$ cat config.mk
export PLATFORM = sky130hd
export DESIGN_NAME = led_cursor_ctrl_flat
export DESIGN_NICKNAME = d
export VERILOG_FILES = /design/src/rtl/led_cursor_ctrl_pkg.sv /design/src/rtl/led_cursor_ctrl_if.sv /design/src/rtl/led_cursor_ctrl_tick.sv /design/src/rtl/led_cursor_ctrl.sv /design/src/flat_wrapper.sv
export SDC_FILE = /design/constraint.sdc
export NUM_CORES = 1
export LEC_CHECK = 0
export BUFFER_PORTS_ARGS = -buffer_cell sky130_fd_sc_hd__clkbuf_2
export CAP_MARGIN = 10
export CORE_UTILIZATION = 50
export CTS_CLUSTER_SIZE = 20
export DETAILED_ROUTE_END_ITERATION = 10
export GPL_ROUTABILITY_DRIVEN = 0
export MAX_ROUTING_LAYER = met4
export PLACE_DENSITY_LB_ADDON = 0.15
export SLEW_MARGIN = 0
export SYNTH_ARGS = -nofsm -noshare
export SYNTH_HDL_FRONTEND = slang
export SYNTH_HIERARCHICAL = 1
export SYNTH_SLANG_ARGS = --single-unit
$ cat constraint.sdc
create_clock -name clk -period 2 [get_ports clk]
set_input_delay 0 -clock clk [delete_from_list [all_inputs] [get_ports clk]]
set_output_delay 0 -clock clk [all_outputs]
set_load 0.005 [all_outputs]
$ cat src/rtl/led_cursor_ctrl_pkg.sv
`default_nettype none
// ============================================================================
// Module   : led_ctrl_pkg
// Purpose  : Shared types and LED pattern action helpers for led_cursor_ctrl.
//            Patterns are carried in a fixed-width container (pat_t) and the
//            real pattern width is passed as an argument, so one set of
//            helpers serves every NUM_LEDS up to c_MAX_LEDS.
// Contents : state_t, pat_t, classify(), apply_action() and its helpers.
// Revision : 1.0 - initial release
// ============================================================================
package led_ctrl_pkg;

  typedef enum logic [1:0] {
    ST_IDLE  = 2'b00,
    ST_RIGHT = 2'b01,
    ST_LEFT  = 2'b10,
    ST_BOTH  = 2'b11
  } state_t;

  // Widest pattern the helpers can handle.
  localparam int c_MAX_LEDS = 64;
  typedef logic [c_MAX_LEDS-1:0] pat_t;

  // The encoding is chosen so that {left, right} maps directly onto state_t.
  function automatic state_t classify(input logic left, input logic right);
    return state_t'({left, right});
  endfunction

  function automatic pat_t width_mask(input int n);
    pat_t m;
    m = '0;
    for (int i = 0; i < c_MAX_LEDS; i++) begin
      if (i < n) m[i] = 1'b1;
    end
    return m;
  endfunction

  function automatic pat_t rotate_up(input pat_t v, input int n);
    return ((v << 1) | (v >> (n - 1))) & width_mask(n);
  endfunction

  function automatic pat_t rotate_down(input pat_t v, input int n);
    return ((v >> 1) | (v << (n - 1))) & width_mask(n);
  endfunction

  // Shift toward the MSB unless the top LED is already lit.
  function automatic pat_t shift_up_sat(input pat_t v, input int n);
    pat_t top;
    top = v >> (n - 1);
    return top[0] ? v : ((v << 1) & width_mask(n));
  endfunction

  // Shift toward the LSB unless the bottom LED is already lit.
  function automatic pat_t shift_down_sat(input pat_t v);
    return v[0] ? v : (v >> 1);
  endfunction

  // Each lit bit lights both neighbours; the end bits fall off, no wrap.
  function automatic pat_t spread(input pat_t v, input int n);
    return ((v << 1) | (v >> 1)) & width_mask(n);
  endfunction

  function automatic pat_t apply_action(input state_t cls, input pat_t v,
                                        input int n, input logic wrap);
    case (cls)
      ST_LEFT:  return wrap ? rotate_up(v, n)   : shift_up_sat(v, n);
      ST_RIGHT: return wrap ? rotate_down(v, n) : shift_down_sat(v);
      ST_BOTH:  return spread(v, n);
      default:  return v;
    endcase
  endfunction

endpackage
`default_nettype wire

$ cat src/rtl/led_cursor_ctrl_if.sv
`default_nettype none
// ============================================================================
// Module   : led_cursor_if
// Purpose  : Pad / LED bundle between the bongo decoder side and the cursor
//            controller.
// Signals  : left_in, right_in (async pad levels), clear (sync restore),
//            leds (pattern), step_pulse (new-value strobe), state (last press).
// Modports : master - pad/clear source, LED sink; slave - the controller.
// Revision : 1.0 - initial release
// ============================================================================
interface led_cursor_if import led_ctrl_pkg::*; #(
  parameter int NUM_LEDS = 10
) ();

  logic                left_in;
  logic                right_in;
  logic                clear;
  logic [NUM_LEDS-1:0] leds;
  logic                step_pulse;
  state_t              state;

  modport master (
    output left_in, right_in, clear,
    input  leds, step_pulse, state
  );

  modport slave (
    input  left_in, right_in, clear,
    output leds, step_pulse, state
  );

endinterface
`default_nettype wire

$ cat src/rtl/led_cursor_ctrl_tick.sv
`default_nettype none
// ============================================================================
// Module   : sample_tick_gen
// Purpose  : Free-running 0..DIV-1 counter; tick is high for the one cycle
//            the counter sits at DIV-1. clr restarts the count from 0.
// Ports    : clk, rst_n (async active-low), clr (sync restart), tick (out).
// Revision : 1.0 - initial release
// ============================================================================
module sample_tick_gen #(
  parameter int DIV = 400000
) (
  input  logic clk,
  input  logic rst_n,
  input  logic clr,
  output logic tick
);

  localparam int              c_CW   = (DIV > 1) ? $clog2(DIV) : 1;
  localparam logic [c_CW-1:0] c_LAST = c_CW'(DIV - 1);

  logic [c_CW-1:0] r_cnt;

  // With DIV=1 the counter is pinned at 0 and tick is permanently high.
  assign tick = (r_cnt == c_LAST);

  always_ff @(posedge clk or negedge rst_n) begin
    if (!rst_n)           r_cnt <= '0;
    else if (clr || tick) r_cnt <= '0;
    else                  r_cnt <= r_cnt + 1'b1;
  end

endmodule
`default_nettype wire

$ cat src/rtl/led_cursor_ctrl.sv
`default_nettype none
// ============================================================================
// Module   : led_cursor_ctrl
// Purpose  : Samples synchronised left/right pad levels on a divided tick,
//            classifies each sample and moves an NUM_LEDS-bit LED pattern
//            (rotate / saturating shift / spread), with hold-to-repeat.
// Ports    : clk, rst_n (async active-low), bus (led_cursor_if.slave):
//            left_in, right_in, clear in; leds, step_pulse, state out.
// Revision : 1.0 - initial release
// ============================================================================
module led_cursor_ctrl import led_ctrl_pkg::*; #(
  parameter int NUM_LEDS     = 10,
  parameter int INIT_POS     = 5,
  parameter int TICK_DIV     = 400000,
  parameter int REPEAT_TICKS = 0,
  parameter int WRAP         = 1
) (
  input  logic        clk,
  input  logic        rst_n,
  led_cursor_if.slave bus
);

  localparam int                  c_HW        = (REPEAT_TICKS > 0) ? $clog2(REPEAT_TICKS + 1) : 1;
  localparam logic [c_HW-1:0]     c_HOLD_LAST = c_HW'(REPEAT_TICKS - 1);
  localparam logic [NUM_LEDS-1:0] c_INIT      = {{(NUM_LEDS-1){1'b0}}, 1'b1} << INIT_POS;

  logic r_left_meta, r_left_sync;
  logic r_right_meta, r_right_sync;

  logic                r_step;
  logic [NUM_LEDS-1:0] r_leds;
  logic [c_HW-1:0]     r_hold;
  state_t              r_state;

  logic                w_tick;
  logic                w_act;
  logic                w_step_nxt;
  logic [NUM_LEDS-1:0] w_leds_nxt;
  logic [NUM_LEDS-1:0] w_leds_new;
  logic [c_HW-1:0]     w_hold_nxt;
  state_t              w_state_nxt;
  state_t              w_cls;

  always_ff @(posedge clk or negedge rst_n) begin
    if (!rst_n) begin
      r_left_meta  <= 1'b0;
      r_left_sync  <= 1'b0;
      r_right_meta <= 1'b0;
      r_right_sync <= 1'b0;
    end else begin
      r_left_meta  <= bus.left_in;
      r_left_sync  <= r_left_meta;
      r_right_meta <= bus.right_in;
      r_right_sync <= r_right_meta;
    end
  end

  sample_tick_gen #(
    .DIV (TICK_DIV)
  ) u_tick (
    .clk   (clk),
    .rst_n (rst_n),
    .clr   (bus.clear),
    .tick  (w_tick)
  );

  assign w_cls      = classify(r_left_sync, r_right_sync);
  assign w_leds_new = NUM_LEDS'(apply_action(w_cls, pat_t'(r_leds), NUM_LEDS, WRAP != 0));

  always_ff @(posedge clk or negedge rst_n) begin
    if (!rst_n) begin
      r_state <= ST_IDLE;
      r_hold  <= '0;
      r_leds  <= c_INIT;
      r_step  <= 1'b0;
    end else begin
      r_state <= w_state_nxt;
      r_hold  <= w_hold_nxt;
      r_leds  <= w_leds_nxt;
      r_step  <= w_step_nxt;
    end
  end

  always_comb begin
    w_state_nxt = r_state;
    w_hold_nxt  = r_hold;
    w_leds_nxt  = r_leds;
    w_step_nxt  = 1'b0;
    w_act       = 1'b0;

    if (bus.clear) begin
      // Clear wins over a coinciding tick.
      w_state_nxt = ST_IDLE;
      w_hold_nxt  = '0;
      w_leds_nxt  = c_INIT;
    end else if (w_tick) begin
      if (w_cls == ST_IDLE) begin
        w_state_nxt = ST_IDLE;
        w_hold_nxt  = '0;
      end else if (w_cls != r_state) begin
        // Any change to a non-idle class acts at once, including direct
        // LEFT<->RIGHT<->BOTH transitions.
        w_act       = 1'b1;
        w_state_nxt = w_cls;
        w_hold_nxt  = '0;
      end else if (REPEAT_TICKS != 0) begin
        if (r_hold == c_HOLD_LAST) begin
          w_act      = 1'b1;
          w_hold_nxt = '0;
        end else begin
          w_hold_nxt = r_hold + 1'b1;
        end
      end
    end

    if (w_act) begin
      w_leds_nxt = w_leds_new;
      // A saturated shift leaves the pattern alone and must not strobe.
      w_step_nxt = (w_leds_new != r_leds);
    end
  end

  assign bus.leds       = r_leds;
  assign bus.step_pulse = r_step;
  assign bus.state      = r_state;

endmodule
`default_nettype wire

$ cat src/flat_wrapper.sv
// flat-port wrapper written by rule: the top's interface ports become plain ports
module led_cursor_ctrl_flat import led_ctrl_pkg::*;
#(
  parameter int NUM_LEDS     = 10,
  parameter int INIT_POS     = 5,
  parameter int TICK_DIV     = 400000,
  parameter int REPEAT_TICKS = 0,
  parameter int WRAP         = 1
)
  (clk, rst_n, bus_left_in, bus_right_in, bus_clear, bus_leds, bus_step_pulse, bus_state);
  led_cursor_if #(.NUM_LEDS(NUM_LEDS)) bus_i ();
  input  logic clk;
  input  logic rst_n;
  input wire logic [$bits(bus_i.left_in)-1:0] bus_left_in;
  input wire logic [$bits(bus_i.right_in)-1:0] bus_right_in;
  input wire logic [$bits(bus_i.clear)-1:0] bus_clear;
  output wire logic [$bits(bus_i.leds)-1:0] bus_leds;
  output wire logic [$bits(bus_i.step_pulse)-1:0] bus_step_pulse;
  output wire logic [$bits(bus_i.state)-1:0] bus_state;
  assign bus_i.left_in = bus_left_in;
  assign bus_i.right_in = bus_right_in;
  assign bus_i.clear = bus_clear;
  assign bus_leds = bus_i.leds;
  assign bus_step_pulse = bus_i.step_pulse;
  assign bus_state = bus_i.state;
  led_cursor_ctrl #(.NUM_LEDS(NUM_LEDS), .INIT_POS(INIT_POS), .TICK_DIV(TICK_DIV), .REPEAT_TICKS(REPEAT_TICKS), .WRAP(WRAP)) u_core (.clk(clk), .rst_n(rst_n), .bus(bus_i));
endmodule
-- Yosys cells after proc, flatten, opt, wreduce, memory -nomap -nowiden
Index checks and enable logic that the tools add are counted.
- register bits after elaboration: 36
- bits in latches: 0
- bits in writable memories: 0
- memory bits (read-only): 0
- input bits: 5
- logic and storage cells: 43
- memories: 0
- add/sub/neg operators: 1
- multipliers: 0
- divide/modulo/power cells: 0
- $lt $le $gt $ge: 0
- eq/ne operators: 6
- shifts and indexed selects: 0
- mux-type cells: 16
- bitwise logic cells: 6
- reductions and logical operators: 6
- operators by type and width (cell ; count):
    $and A10 B10 Y10 ; 3
    $pmux W10 S3 ; 1
    $mux W10 ; 2
    $add A19 B1 Y19 const B ; 1
    $eq A19 B19 Y1 const B ; 1
    $mux W19 ; 1
    $ne A10 B10 Y1 ; 1
    $or A10 B1 Y10 ; 1
    $or A10 B9 Y10 ; 1
    $or A9 B10 Y10 ; 1
    $mux W1 ; 8
    $mux W2 ; 4
    $eq A2 B2 Y1 const B ; 2
    $reduce_bool A2 Y1 ; 2
    $reduce_bool A3 Y1 ; 1
    $eq A2 B1 Y1 const B ; 1
    $logic_not A2 Y1 ; 1
    $ne A2 B2 Y1 ; 1
    $reduce_and A2 Y1 ; 1
    $logic_or A1 B1 Y1 ; 1

-- Logic depth before layout (Yosys ltp)
Gate-level depths: netlist of run 1.
- depth in word-level cells: 6
- depth in mapped cells: 8
- mapped depth without buffers: 6

-- Hierarchy
The synthesis of run 1 kept the hierarchy.
- modules (own cells, without submodules) (module ; instances ; cells an instance ; area an instance (um^2)):
    led_cursor_ctrl ; 1 ; 108 ; 1016.0
    sample_tick_gen ; 1 ; 98 ; 991.0

-- Least setup slack after synthesis of run 1
Ideal clock, no wire load.
- path type: reg-to-reg
- from: reg u_core.u_tick.r_cnt[7]
- to: reg u_core.r_leds[4] (netlist: u_core/bus.leds[4])
- setup time: 0.087 ns
- arrival: 2.081 ns
- data required time: 1.913 ns
- path slack: -0.168 ns
- cell stages (with the launch flop): 9
- buffers on the path: 2
- clock period less this slack: 2.168 ns
- cells stage by stage: dfrtp_1 -> nor4b_1 -> nand3_1 -> nor4_1 -> o21a_1 -> buf_6 -> buf_8 -> nor2_2 -> a211oi_2
- cells in the longest elaborated chain, start to end: 4
- RTL lines (what ; line ; RTL):
    start: declaration ; led_cursor_ctrl_tick.sv:21 ; logic [c_CW-1:0] r_cnt;
    start signal: assignment ; led_cursor_ctrl_tick.sv:29 ; else r_cnt <= r_cnt + 1'b1;
    $eq A19 B19 Y1 (*) ; led_cursor_ctrl_tick.sv:24 ; assign tick = (r_cnt == c_LAST);
    named net u_core.w_tick ; led_cursor_ctrl.sv:35 ; logic w_tick;
    $mux W1 (*) ; led_cursor_ctrl.sv:96 ; end else if (w_tick) begin
    $mux W1 (*) ; led_cursor_ctrl.sv:91 ; if (bus.clear) begin
    $mux W10 or $reduce_bool A2 Y1 (tied branches) ; -- ;
    end signal: assignment ; led_cursor_ctrl.sv:74 ; r_leds <= c_INIT;
    end signal: assignment ; led_cursor_ctrl.sv:79 ; r_leds <= w_leds_nxt;
    end: declaration ; led_cursor_ctrl.sv:31 ; logic [NUM_LEDS-1:0] r_leds;
Mark *: on every way through the listed nets, which the timed path passes. The rest lies on a longest branch.
A chain may end at the register's enable or synchronous reset.

-- Final worst setup path of run 1
- from: reg u_core.u_tick.r_cnt[14]
- to: reg u_core.r_leds[0] (netlist: u_core/bus.leds[0])
The elaborated chain is that of the path after synthesis.

==> summary.md, run 1 <==
| Metric | Value |
|---|---|
| Comb pwr share | `5.2%` |
| RSZ-0062 raised after global routing | `no` |
| Type of origin of the critical path | `flip-flop` |
| Initial Util | `53.6%` |
| Pin count of the biggest net entering global routing | `37` |
| Total CTS buffers | `5` |
| Ys async rst share | `100%` |
| CTS tree | `done` |
| Required @ worst endpoint | `2.20 ns` |
| CP Capture Type | `flip-flop` |
| Post-synth EDFFs | `0` |
| Clk sinks | `36` |
| Die width | `65.4 um` |
| DR pass1 iterations | `4` |
| All-Layer GR Usage | `23.1%` |
| Predominant post-synthesis flop cell | `dfrtp_1` |
| Pint | `1.13 mW` |
| Fin util | `62.9%` |
| Clock-pin slew on the worst setup and hold paths | `0.07 ns` |
| Die area | `4270 um^2` |
| Register area | `902 um^2` |
| Nets | `239` |
| Clock buffer depth | `2` |
| Most frequent cells in the layout | `35 x dfrtp_1, 31 x nor2_1, 17 x clkbuf_2` |
| Worst-Margin Slew | `0.893 ns` |
| DP Area | `2180 um^2` |
| Finished Cell Area | `2360 um^2` |
| Diodes inserted | `0` |
| Die height | `65.4 um` |
| CTS root buf | `clkbuf_8` |
| Final wirelength | `4260 um` |
| Yosys cell types | `52` |
| WP data arrival | `2.10 ns` |
| PwrDens | `614 nW/um^2` |
| Synth-to-Final Area Change | `17.4%` |
| Outcome | `finished clean` |
| Final Hold Viols | `0` |
| Routed Antenna Nets | `0` |
| Sequential cell area fraction in the yosys report | `45.0%` |
| Flip-flop and latch count after synthesis | `36` |
| Vias in the first global route | `1,541` |
| Post-Syn Area | `2010 um^2` |
| Post-layout minimum cycle time | `1.90 ns` |
| Post-synth top area cell | `dfrtp_1` |
| DR DRC count | `0` |
| Top cell type's share of synthesized area | `43.6%` |
| Via/cell ratio | `5.84` |
| I/O Pins | `18` |
| Final Max Tran Viols | `0` |
| Yosys warnings | `6` |
| WL/cell | `15.1 um` |
| Clock power frac | `43.1%` |
| H-Tree Depth | `2` |
| Critical path fanouts, max | `17` |
| Routed vias | `1,647` |
| Maximum vdd drop | `0.481 mV` |
| Psw | `313 uW` |
| Fillers | `344` |
| Max Clock Freq | `526 MHz` |
| Synth top area cells | `dfrtp_1 44%, nor2_1 5.8%, xnor2_1 4.4%` |
| # port buffers | `17` |
| Final period utilization | `95.0%` |
| # setup viols final | `0` |
| Worst skew pair latency | `0.29 ns` |
| Grt total ovfl | `0` |
| Hold Path Class | `in2reg` |
| Multi-input gate area | `1030 um^2` |
| Commonest non-fill, non-tap cell in the layout | `dfrtp_1` |
| Slew HR | `40.5%` |
| Pre-CTS WS | `-0.0206 ns` |
| Max cap viols | `0` |
| Gate Count Post-Synth | `206` |
| HPWL after DPL | `2920 um` |
| Post-Syn Nets | `212` |
| Static Leak | `1.01 nW` |
| Site Rows | `22` |
| Critical path class | `reg2reg` |
| Placeable Area | `3740 um^2` |
| Final setup margin | `0.100 ns` |
| Drt initial violations | `160` |
| Synthesized area per cell | `9.74 um^2` |
| Fraction of layout cells with a size suffix above 1 | `22.6%` |
| Sw frac | `21.6%` |
| Initial antenna violation count | `0` |
| First-pass GRT wire length | `7240 um` |
| Setup Skew | `0.00763 ns` |
| Sequential share of power | `51.6%` |
routing by layer:
metal,GRT usage (%),vias up,wire length (um)
li1,-,791,-
met1,31.6,787,1920
met2,34.0,63,2010
met3,4.86,6,264
met4,8.15,0,59
met5,-,-,0
per-stage QoR:
step	power, mW	hold slack [ns]	instances	setup TNS, ns
2_1_floorplan	0.797	-0.296	206	0
3_3_place_gp	0.825	0.112	269	0
3_5_place_dp	0.827	0.110	269	-0.0384
4_1_cts	1.46	0.0874	280	0
5_1_grt	1.50	0.125	282	0
6_report	1.45	0.104	282	0
cells in the mapped netlist, types with 2 or more instances:
master    count
a211oi_1      9
a211oi_2      2
a21oi_1       7
a22oi_1       7
a31oi_1       2
buf_2         3
buf_4         2
buf_6         2
clkbuf_1      5
dfrtp_1      35
inv_1         6
mux2i_1       4
nand2_1       8
nand2b_1      8
nand3_1       6
nand4_1       2
nor2_1       31
nor2_2        2
nor3_1        5
nor4_1        5
nor4b_1       2
o21ai_0       5
o22ai_1       3
or3_1         4
xnor2_1      10
xor2_1        5
worst max-delay path, cell delays in order (launching register included):
cell      delay, ns
dfrtp_1        0.40
nor4bb_1       0.28
nand2_1        0.17
nor4_4         0.27
o21a_1         0.21
buf_12         0.16
mux2i_1        0.09
a211oi_1       0.23
final timing paths:
path                                              start                      end  slack (ns)  depth (start not counted)
worst max-delay path            u_core/u_tick/r_cnt[14]       u_core/bus.leds[0]        0.10                          7
worst min-delay path                          bus_clear       u_core/bus.leds[3]        0.10                          2
worst max register to register  u_core/u_tick/r_cnt[14]       u_core/bus.leds[0]        0.10                          7
worst min register to register      u_core/r_right_meta      u_core/r_right_sync        0.36                          0
max in group asynchronous                         rst_n   u_core/u_tick/r_cnt[0]        1.08                          2
min in group asynchronous                         rst_n  u_core/u_tick/r_cnt[11]        0.36                          2
what timing repair did:
| item | 4_1_cts | 5_1_grt |
|---|---|---|
| setup buffers | 0 | 2 |
| hold buffers | 3 | 0 |
| setup endpoints to repair | 5 | 5 |
| hold endpoints to repair | 37 | 0 |
| gates resized for setup | 1 | 3 |
| pin swaps | 0 | 4 |
flip-flops by register name, indices dropped and copies added, names as in the netlist:
name                   count
u_core/bus.step_pulse      1
u_core/r_left_sync         1
u_core/u_tick/r_cnt       19
u_core/r_right_meta        1
u_core/r_left_meta         1
u_core/bus.leds           10
u_core/r_right_sync        1
u_core/bus.state           2
layout make-up:
type | instances | share of cell area (%)
repair buffers | 34 | 9.88
flip-flops and latches | 36 | 38.3
clock buffers | 6 | 3.08
well taps | 48 | 2.55
inverters | 6 | 0.956
clock inverters | 2 | 1.49
multi-input cells | 150 | 43.8
cell families (layout without fill, tap and decap cells):
logic type               Yosys count  count (layout)  share of synthesized area [%]
adder cells (fa/ha/maj)            1               1                          0.623
AND/OR/NAND/NOR                   84              84                           22.9
XOR/XNOR                          15              15                           6.55
multiplexers                       4               4                           2.00
buffers and inverters             20              48                           5.61
flip-flops                        36              36                           45.0
AO/OA/AOI/OAI                     46              46                           17.3
power groups by stage:
| stage | combinational [mW] | sequential (mW) | clock, mW |
|---|---|---|---|
| 2_1_floorplan | 0.0391 | 0.758 | 0 |
| 3_3_place_gp | 0.0665 | 0.758 | 0 |
| 3_5_place_dp | 0.0685 | 0.759 | 0 |
| 4_1_cts | 0.0734 | 0.745 | 0.640 |
| 5_1_grt | 0.0860 | 0.748 | 0.662 |
| 6_report | 0.0757 | 0.747 | 0.624 |
No activity file was read; power rests on OpenSTA's default activity.
==> run 2: changes to the inputs <==
==> constraint.sdc (replaced) <==
create_clock -name clk -period 2.3 [get_ports clk]
set_input_delay 0 -clock clk [delete_from_list [all_inputs] [get_ports clk]]
set_output_delay 0 -clock clk [all_outputs]
set_load 0.005 [all_outputs]
==> run 2 against run 1 <==
Clock skew fell by 0.00066 ns. Cell count fell by 2.1%. Sequential cell count did not move. Sequential share of layout area rose by 1.3 points. Global-route usage rose by 0.23 points. Design area fell by 3.2%. Routed wire length fell by 2.3%. First-iteration DRC count fell by 37%. Count of clock-buffer cells in the layout fell by 1. Hold slack improved by 0.022 ns. Critical endpoint is now u_core/bus.leds[5]. Largest cell class unchanged. Highest routed layer unchanged.
==> summary.md, run 2 (same netlist as run 1, synthesis figures left out) <==
| Metric | Value |
|---|---|
| Grt total ovfl | `0 (unchanged)` |
| DR DRC count | `0 (unchanged)` |
| Final period utilization | `92.4% (was 95.0%)` |
| Hold Path Class | `in2reg (unchanged)` |
| Routed vias | `1,640 (was 1,647)` |
| All-Layer GR Usage | `23.3% (was 23.1%)` |
| CP Capture Type | `flip-flop (unchanged)` |
| Drt initial violations | `101 (was 160)` |
| Critical path fanouts, max | `12 (was 17)` |
| # setup viols final | `0 (unchanged)` |
| Final setup margin | `0.176 ns (was 0.100 ns)` |
| Worst reg2reg path depth | `9 (was 7)` |
| Type of origin of the critical path | `flip-flop (unchanged)` |
| Critical path class | `reg2reg (unchanged)` |
| Via/cell ratio | `5.94 (was 5.84)` |
| RSZ-0062 raised after global routing | `no (unchanged)` |
| Vias in the first global route | `1,519 (was 1,541)` |
| Total CTS buffers | `5 (unchanged)` |
| Fin Hold WS | `0.126 ns (was 0.104 ns)` |
| Initial Util | `53.6% (unchanged)` |
| Synth-to-Final Area Change | `13.6% (was 17.4%)` |
| HPWL after DPL | `2890 um (was 2920 um)` |
| Max cap viols | `0 (unchanged)` |
| Final Max Tran Viols | `0 (unchanged)` |
| Most frequent cells in the layout | `35 x dfrtp_1, 31 x nor2_1, 17 x clkbuf_2 (unchanged)` |
| Nets | `233 (was 239)` |
| Initial antenna violation count | `0 (unchanged)` |
| Post-CTS setup buffer count | `0 (unchanged)` |
| Placeable Area | `3740 um^2 (unchanged)` |
| Hold depth | `2 (unchanged)` |
| Post-Layout Cell Count | `276 (was 282)` |
| DP Cell Count | `265 (was 269)` |
| WL/cell | `15.1 um (about the same)` |
| Clock-pin slew on the worst setup and hold paths | `0.07 ns (about the same)` |
| Setup slack, reg-to-reg | `0.18 ns (was 0.10 ns)` |
| First-pass GRT wire length | `7220 um (was 7240 um)` |
| # port buffers | `17 (unchanged)` |
| Maximum vdd drop | `0.392 mV (was 0.481 mV)` |
| Top reg by flops | `u_core/u_tick/r_cnt (unchanged)` |
| Max Clock Freq | `471 MHz (was 526 MHz)` |
| Slew HR | `41.9% (was 40.5%)` |
| CTS root buf | `clkbuf_8 (unchanged)` |
| Die area | `4270 um^2 (unchanged)` |
| Worst-Margin Slew | `0.871 ns (was 0.893 ns)` |
| Fraction of layout cells with a size suffix above 1 | `20.2% (was 22.6%)` |
| Post-route setup TNS | `0 ns (unchanged)` |
| Diodes inserted | `0 (unchanged)` |
| Site Rows | `22 (unchanged)` |
| Worst skew pair latency | `0.29 ns (about the same)` |
| PwrDens | `561 nW/um^2 (was 614 nW/um^2)` |
| Pin count of the biggest net entering global routing | `37 (unchanged)` |
| Pre-CTS WS | `0.147 ns (was -0.0206 ns)` |
| Max reg flops | `19 (unchanged)` |
| Required @ worst endpoint | `2.52 ns (was 2.20 ns)` |
| Commonest non-fill, non-tap cell in the layout | `dfrtp_1 (unchanged)` |
| Outcome | `finished clean (unchanged)` |
| Routed Antenna Nets | `0 (unchanged)` |
| Final Hold Viols | `0 (unchanged)` |
| DR pass1 iterations | `4 (unchanged)` |
| Die height | `65.4 um (unchanged)` |
| Final wirelength | `4160 um (was 4260 um)` |
| Die width | `65.4 um (unchanged)` |
| Static Leak | `0.959 nW (was 1.01 nW)` |
| WP data arrival | `2.35 ns (was 2.10 ns)` |
| Clock buffer depth | `2 (unchanged)` |
| Clk sinks | `36 (unchanged)` |
| CTS tree | `done (unchanged)` |
| I/O Pins | `18 (unchanged)` |
| Post-layout minimum cycle time | `2.12 ns (was 1.90 ns)` |
| H-Tree Depth | `2 (unchanged)` |
| Setup Skew | `0.00697 ns (was 0.00763 ns)` |
-- run 2: path summary, 6_finish.rpt --
path / from / to
worst min-delay path: bus_clear / u_core/bus.leds[4]
worst max-delay path: u_core/u_tick/r_cnt[10] / u_core/bus.leds[5]
worst min register to register: u_core/r_left_meta / u_core/r_left_sync
worst max register to register: u_core/u_tick/r_cnt[10] / u_core/bus.leds[5]
max in group asynchronous: rst_n / u_core/u_tick/r_cnt[7]
min in group asynchronous: rst_n / u_core/u_tick/r_cnt[15]
-- run 2: routing by layer --
layer	vias up	wire length, um	track usage (%)
met5	-	0	-
met4	0	61	10.3
met3	8	176	5.73
met2	39	1960	34.3
met1	808	1970	30.6
li1	785	-	-
-- run 2: layout make-up --
cell class | instances | area (um^2)
fill | 330 | 1460
multi-input combinational | 150 | 1000
sequential | 36 | 902
timing repair buffer | 28 | 175
clock buffer | 5 | 68.8
tap | 48 | 60.1
clock inverter | 3 | 46.3
inverter | 6 | 22.5
-- run 2: critical path: stages, from the launching register on --
cell and delay, ns:
dfrtp_1 0.44, nor4b_2 0.30, nand3_1 0.18, nor4_1 0.29, buf_4 0.19, o21a_1 0.11, buf_4 0.19, buf_4 0.17
nor2_1 0.05, o21bai_1 0.15
-- run 2: through the flow --
stage	util (%)	power, mW	instance area [um^2]
after floorplan	-	0.693	2010
after global placement	56.7	0.716	2120
after detailed placement	56.7	0.719	2120
after CTS	60.6	1.29	2270
after global routing	60.9	1.33	2280
final	60.9	1.28	2280
-- run 2: where the power goes --
part | leakage (nW) | total [mW] | switching, mW | internal [mW]
logic | 0.417 | 0.0629 | 0.0418 | 0.0211
clock network | 0.0548 | 0.568 | 0.241 | 0.326
registers | 0.488 | 0.647 | 0.00695 | 0.640
-- run 2: repair_timing --
action | in CTS | in global routing
hold buffers | 3 | 0
hold endpoints to repair | 37 | 0
endpoints found under the setup margin | 0 | 3
gates resized for setup | 0 | 2
==> run 3: changes to the inputs <==
--- a/config.mk
+++ b/config.mk
@@ -7,14 +7,15 @@
 export LEC_CHECK = 0
 export BUFFER_PORTS_ARGS = -buffer_cell sky130_fd_sc_hd__clkbuf_2
 export CAP_MARGIN = 10
+export CORE_ASPECT_RATIO = 0.7
 export CORE_UTILIZATION = 50
 export CTS_CLUSTER_SIZE = 20
 export DETAILED_ROUTE_END_ITERATION = 10
 export GPL_ROUTABILITY_DRIVEN = 0
 export MAX_ROUTING_LAYER = met4
 export PLACE_DENSITY_LB_ADDON = 0.15
+export REMOVE_ABC_BUFFERS = 1
 export SLEW_MARGIN = 0
 export SYNTH_ARGS = -nofsm -noshare
 export SYNTH_HDL_FRONTEND = slang
-export SYNTH_HIERARCHICAL = 1
 export SYNTH_SLANG_ARGS = --single-unit
==> run 3 against run 2 <==
Synthesized area is 2.0% lower. Routed wire length shrank 3.7%. Non-clock buffer count decreased by 3. Synthesized cell count up 3.4%. Sequential share of layout area is 1.0 points higher.
==> summary.md, run 3 <==
| Metric | Value |
|---|---|
| Grt total ovfl | `0 (unchanged)` |
| Worst reg2reg path endpoint | `u_core.bus.leds[1] (was u_core/bus.leds[5])` |
| Multi-input gate area | `982 um^2 (was 1000 um^2)` |
| Clock buffer depth | `2 (unchanged)` |
| Count leader, synth | `dfrtp_1 (unchanged)` |
| CTS tree | `done (unchanged)` |
| Synth top area cells | `dfrtp_1 45%, a22o_1 4.9%, nor2_1 4.6% (was dfrtp_1 44%, nor2_1 5.8%, xnor2_1 4.4%)` |
| Synthesized area per cell | `9.23 um^2 (was 9.74 um^2)` |
| Type of origin of the critical path | `flip-flop (unchanged)` |
| Register area | `902 um^2 (unchanged)` |
| Largest family of logic cells by synthesized area | `simple AND/OR/NAND/NOR gates (unchanged)` |
| # port buffers | `17 (unchanged)` |
| Final period utilization | `91.4% (was 92.4%)` |
| Post-layout minimum cycle time | `2.10 ns (was 2.12 ns)` |
| Total Power | `1.18 mW (was 1.28 mW)` |
| Die width | `77.0 um (was 65.4 um)` |
| Drt initial violations | `129 (was 101)` |
| Post-Syn Area | `1970 um^2 (was 2010 um^2)` |
| # setup viols final | `0 (unchanged)` |
| RSZ-0062 raised after global routing | `no (unchanged)` |
| Worst Setup SP | `u_core.u_tick.r_cnt[0] (was u_core/u_tick/r_cnt[10])` |
| Clk sinks | `36 (unchanged)` |
| Top cells by count, synth | `35 x dfrtp_1, 24 x nor2_1, 22 x nand2_1, 12 x o21ai_0, 11 x a22o_1 (was 35 x dfrtp_1, 31 x nor2_1, 10 x xnor2_1, 9 x a211oi_1)` |
| Post-CTS setup buffer count | `0 (unchanged)` |
| Static Leak | `0.944 nW (was 0.959 nW)` |
| Maximum vdd drop | `0.469 mV (was 0.392 mV)` |
| Required @ worst endpoint | `2.47 ns (was 2.52 ns)` |
| DR DRC count | `0 (unchanged)` |
| Met2 usage | `26.9% (was 34.3%)` |
| Hold Path Class | `in2async (was in2reg)` |
| Post-Synth XOR/XNOR Area | `7.12% (was 6.55%)` |
| Setup slack, reg-to-reg | `0.20 ns (was 0.18 ns)` |
| HPWL after DPL | `2820 um (was 2890 um)` |
| Die height | `54.5 um (was 65.4 um)` |
| Synth Area in Compound Gates | `18.6% (was 17.3%)` |
| Global routing's busiest layer | `met1 (was met2)` |
| Fin Hold WS | `0.347 ns (was 0.126 ns)` |
| Pin count of the biggest net entering global routing | `37 (unchanged)` |
| Setup Skew | `0.00764 ns (was 0.00697 ns)` |
| Initial Util | `53.9% (was 53.6%)` |
| Final Max Tran Viols | `0 (unchanged)` |
| CP Capture Type | `flip-flop (unchanged)` |
| Diodes inserted | `0 (unchanged)` |
| Synth-to-Final Area Change | `12.9% (was 13.6%)` |
| Placeable Area | `3650 um^2 (was 3740 um^2)` |
| Post-synthesis mux area share | `1.53% (was 2.00%)` |
| PwrDens | `532 nW/um^2 (was 561 nW/um^2)` |
| Gate Count Post-Synth | `213 (was 206)` |
| Commonest non-fill, non-tap cell in the layout | `dfrtp_1 (unchanged)` |
| Worst-Margin Slew | `0.859 ns (was 0.871 ns)` |
| Max reg flops | `19 (unchanged)` |
| Ys async rst share | `100% (unchanged)` |
| WL/cell | `14.3 um (was 15.1 um)` |
| Routed Antenna Nets | `0 (unchanged)` |
| Die area | `4190 um^2 (was 4270 um^2)` |
| Critical R2R Launch | `u_core.u_tick.r_cnt[0] (was u_core/u_tick/r_cnt[10])` |
| Nets | `236 (was 233)` |
| Clock-pin slew on the worst setup and hold paths | `0.07 ns (about the same)` |
| Yosys warnings | `0 (was 6)` |
| Critical path class | `reg2reg (unchanged)` |
| Top cell type's share of synthesized area | `44.5% (was 43.6%)` |
| Top reg by flops | `u_core.u_tick.r_cnt (was u_core/u_tick/r_cnt)` |
| Sequential cell area fraction in the yosys report | `45.9% (was 45.0%)` |
| Final wirelength | `4010 um (was 4160 um)` |
| Area share of fa/ha/maj cells after synthesis | `0.636% (was 0.623%)` |
| CTS root buf | `clkbuf_8 (unchanged)` |
| Site Rows | `18 (was 22)` |
| Critical path fanouts, max | `9 (was 12)` |
| Final Hold Viols | `0 (unchanged)` |
| Fraction of layout cells with a size suffix above 1 | `14.7% (was 20.2%)` |
| Via/cell ratio | `5.69 (was 5.94)` |
| Routed vias | `1,598 (was 1,640)` |
| Max Clock Freq | `475 MHz (was 471 MHz)` |
| Slew HR | `42.7% (was 41.9%)` |
| H-Tree Depth | `2 (unchanged)` |
| Fillers | `325 (was 330)` |
| Worst skew pair latency | `0.29 ns (about the same)` |
| Total CTS buffers | `5 (unchanged)` |
| Most frequent cells in the layout | `35 x dfrtp_1, 24 x nor2_1, 22 x nand2_1 (was 35 x dfrtp_1, 31 x nor2_1, 17 x clkbuf_2)` |
| Synth Area in Simple Gates | `21.7% (was 22.9%)` |
| Worst setup endpoint | `u_core.bus.leds[1] (was u_core/bus.leds[5])` |
| Outcome | `finished clean (unchanged)` |
| Max cap viols | `0 (unchanged)` |
| Post-synth top area cell | `dfrtp_1 (unchanged)` |
| WP data arrival | `2.28 ns (was 2.35 ns)` |
| Post-route setup TNS | `0 ns (unchanged)` |
| Post-synth EDFFs | `0 (unchanged)` |
| First-pass GRT wire length | `6720 um (was 7220 um)` |
| Yosys cell types | `43 (was 52)` |
| Worst reg2reg path depth | `6 (was 9)` |
| I/O Pins | `18 (unchanged)` |
| All-Layer GR Usage | `22.4% (was 23.3%)` |
| Predominant post-synthesis flop cell | `dfrtp_1 (unchanged)` |
| Flip-flop and latch count after synthesis | `36 (unchanged)` |
| DR pass1 iterations | `4 (unchanged)` |
| GR Util met3 | `6.00% (was 5.73%)` |
| Initial antenna violation count | `0 (unchanged)` |
| Vias in the first global route | `1,325 (was 1,519)` |
| Met1 GRT Util | `34.1% (was 30.6%)` |
[run 3: repair_timing]
action / 4_1_cts / 5_1_grt
hold buffers: 4 / 0
gates resized for setup: 0 / 1
setup endpoints to repair: 0 / 8
hold endpoints to repair: 39 / 0
[run 3: metal layers]
layer,vias up,part of all wire [%]
li1,792,-
met1,764,53
met2,40,40
met3,2,6.6
met4,0,0.25
met5,-,0
[run 3: kinds of logic after synthesis]
group | Yosys count
compound gates | 49
simple gates | 86
fa+ha+maj | 1
mux | 3
xor+xnor | 16
flops | 36
buf+inv | 22
[run 3: how the worst min path moves through the flow]
| stage | start | end | slack (ns) | cells after the start |
|---|---|---|---|---|
| after global routing | bus_right_in | u_core.r_right_meta | 0.37 | 2 |
| after CTS | bus_right_in | u_core.r_right_meta | 0.35 | 2 |
| after floorplan | rst_n | u_core.bus.leds[0] | -0.30 | 0 |
| final | rst_n | u_core.u_tick.r_cnt[0] | 0.35 | 2 |
| after global placement | bus_left_in | u_core.r_left_meta | 0.11 | 1 |
| after detailed placement | bus_right_in | u_core.r_right_meta | 0.11 | 1 |
[run 3: critical path, cell delays in order, from the launching register on]
cell and delay [ns]:
dfrtp_1 0.41, ha_1 0.23, and4_1 0.29, nand2_1 0.15, a2111oi_4 0.41, nor2_1 0.22
a22o_1 0.28
[run 3: area by class of cell]
cell class                 count  area share, %
multi-input combinational    155           44.2
sequential                    36           40.6
timing repair buffer          25           6.99
clock buffer                   6           3.72
tap                           50           2.82
inverter                       7           1.18
clock inverter                 2          0.451
[run 3: metrics by stage]
stage | area, um^2 | instances | utilization (%) | setup WS (ns)
after floorplan | 1900 | 198 | - | -0.239
after global placement | 2090 | 269 | 57.2 | 0.247
after detailed placement | 2090 | 269 | 57.2 | 0.157
after CTS | 2220 | 281 | 60.8 | 0.142
after global routing | 2220 | 281 | 60.9 | 0.0281
final | 2220 | 281 | 60.9 | 0.197
[run 3: power by group]
part | switching (mW) | leakage (nW) | internal, mW
clock | 0.215 | 0.0510 | 0.239
sequential | 0.00986 | 0.486 | 0.644
combinational | 0.0492 | 0.407 | 0.0258
total | 0.274 | 0.944 | 0.908
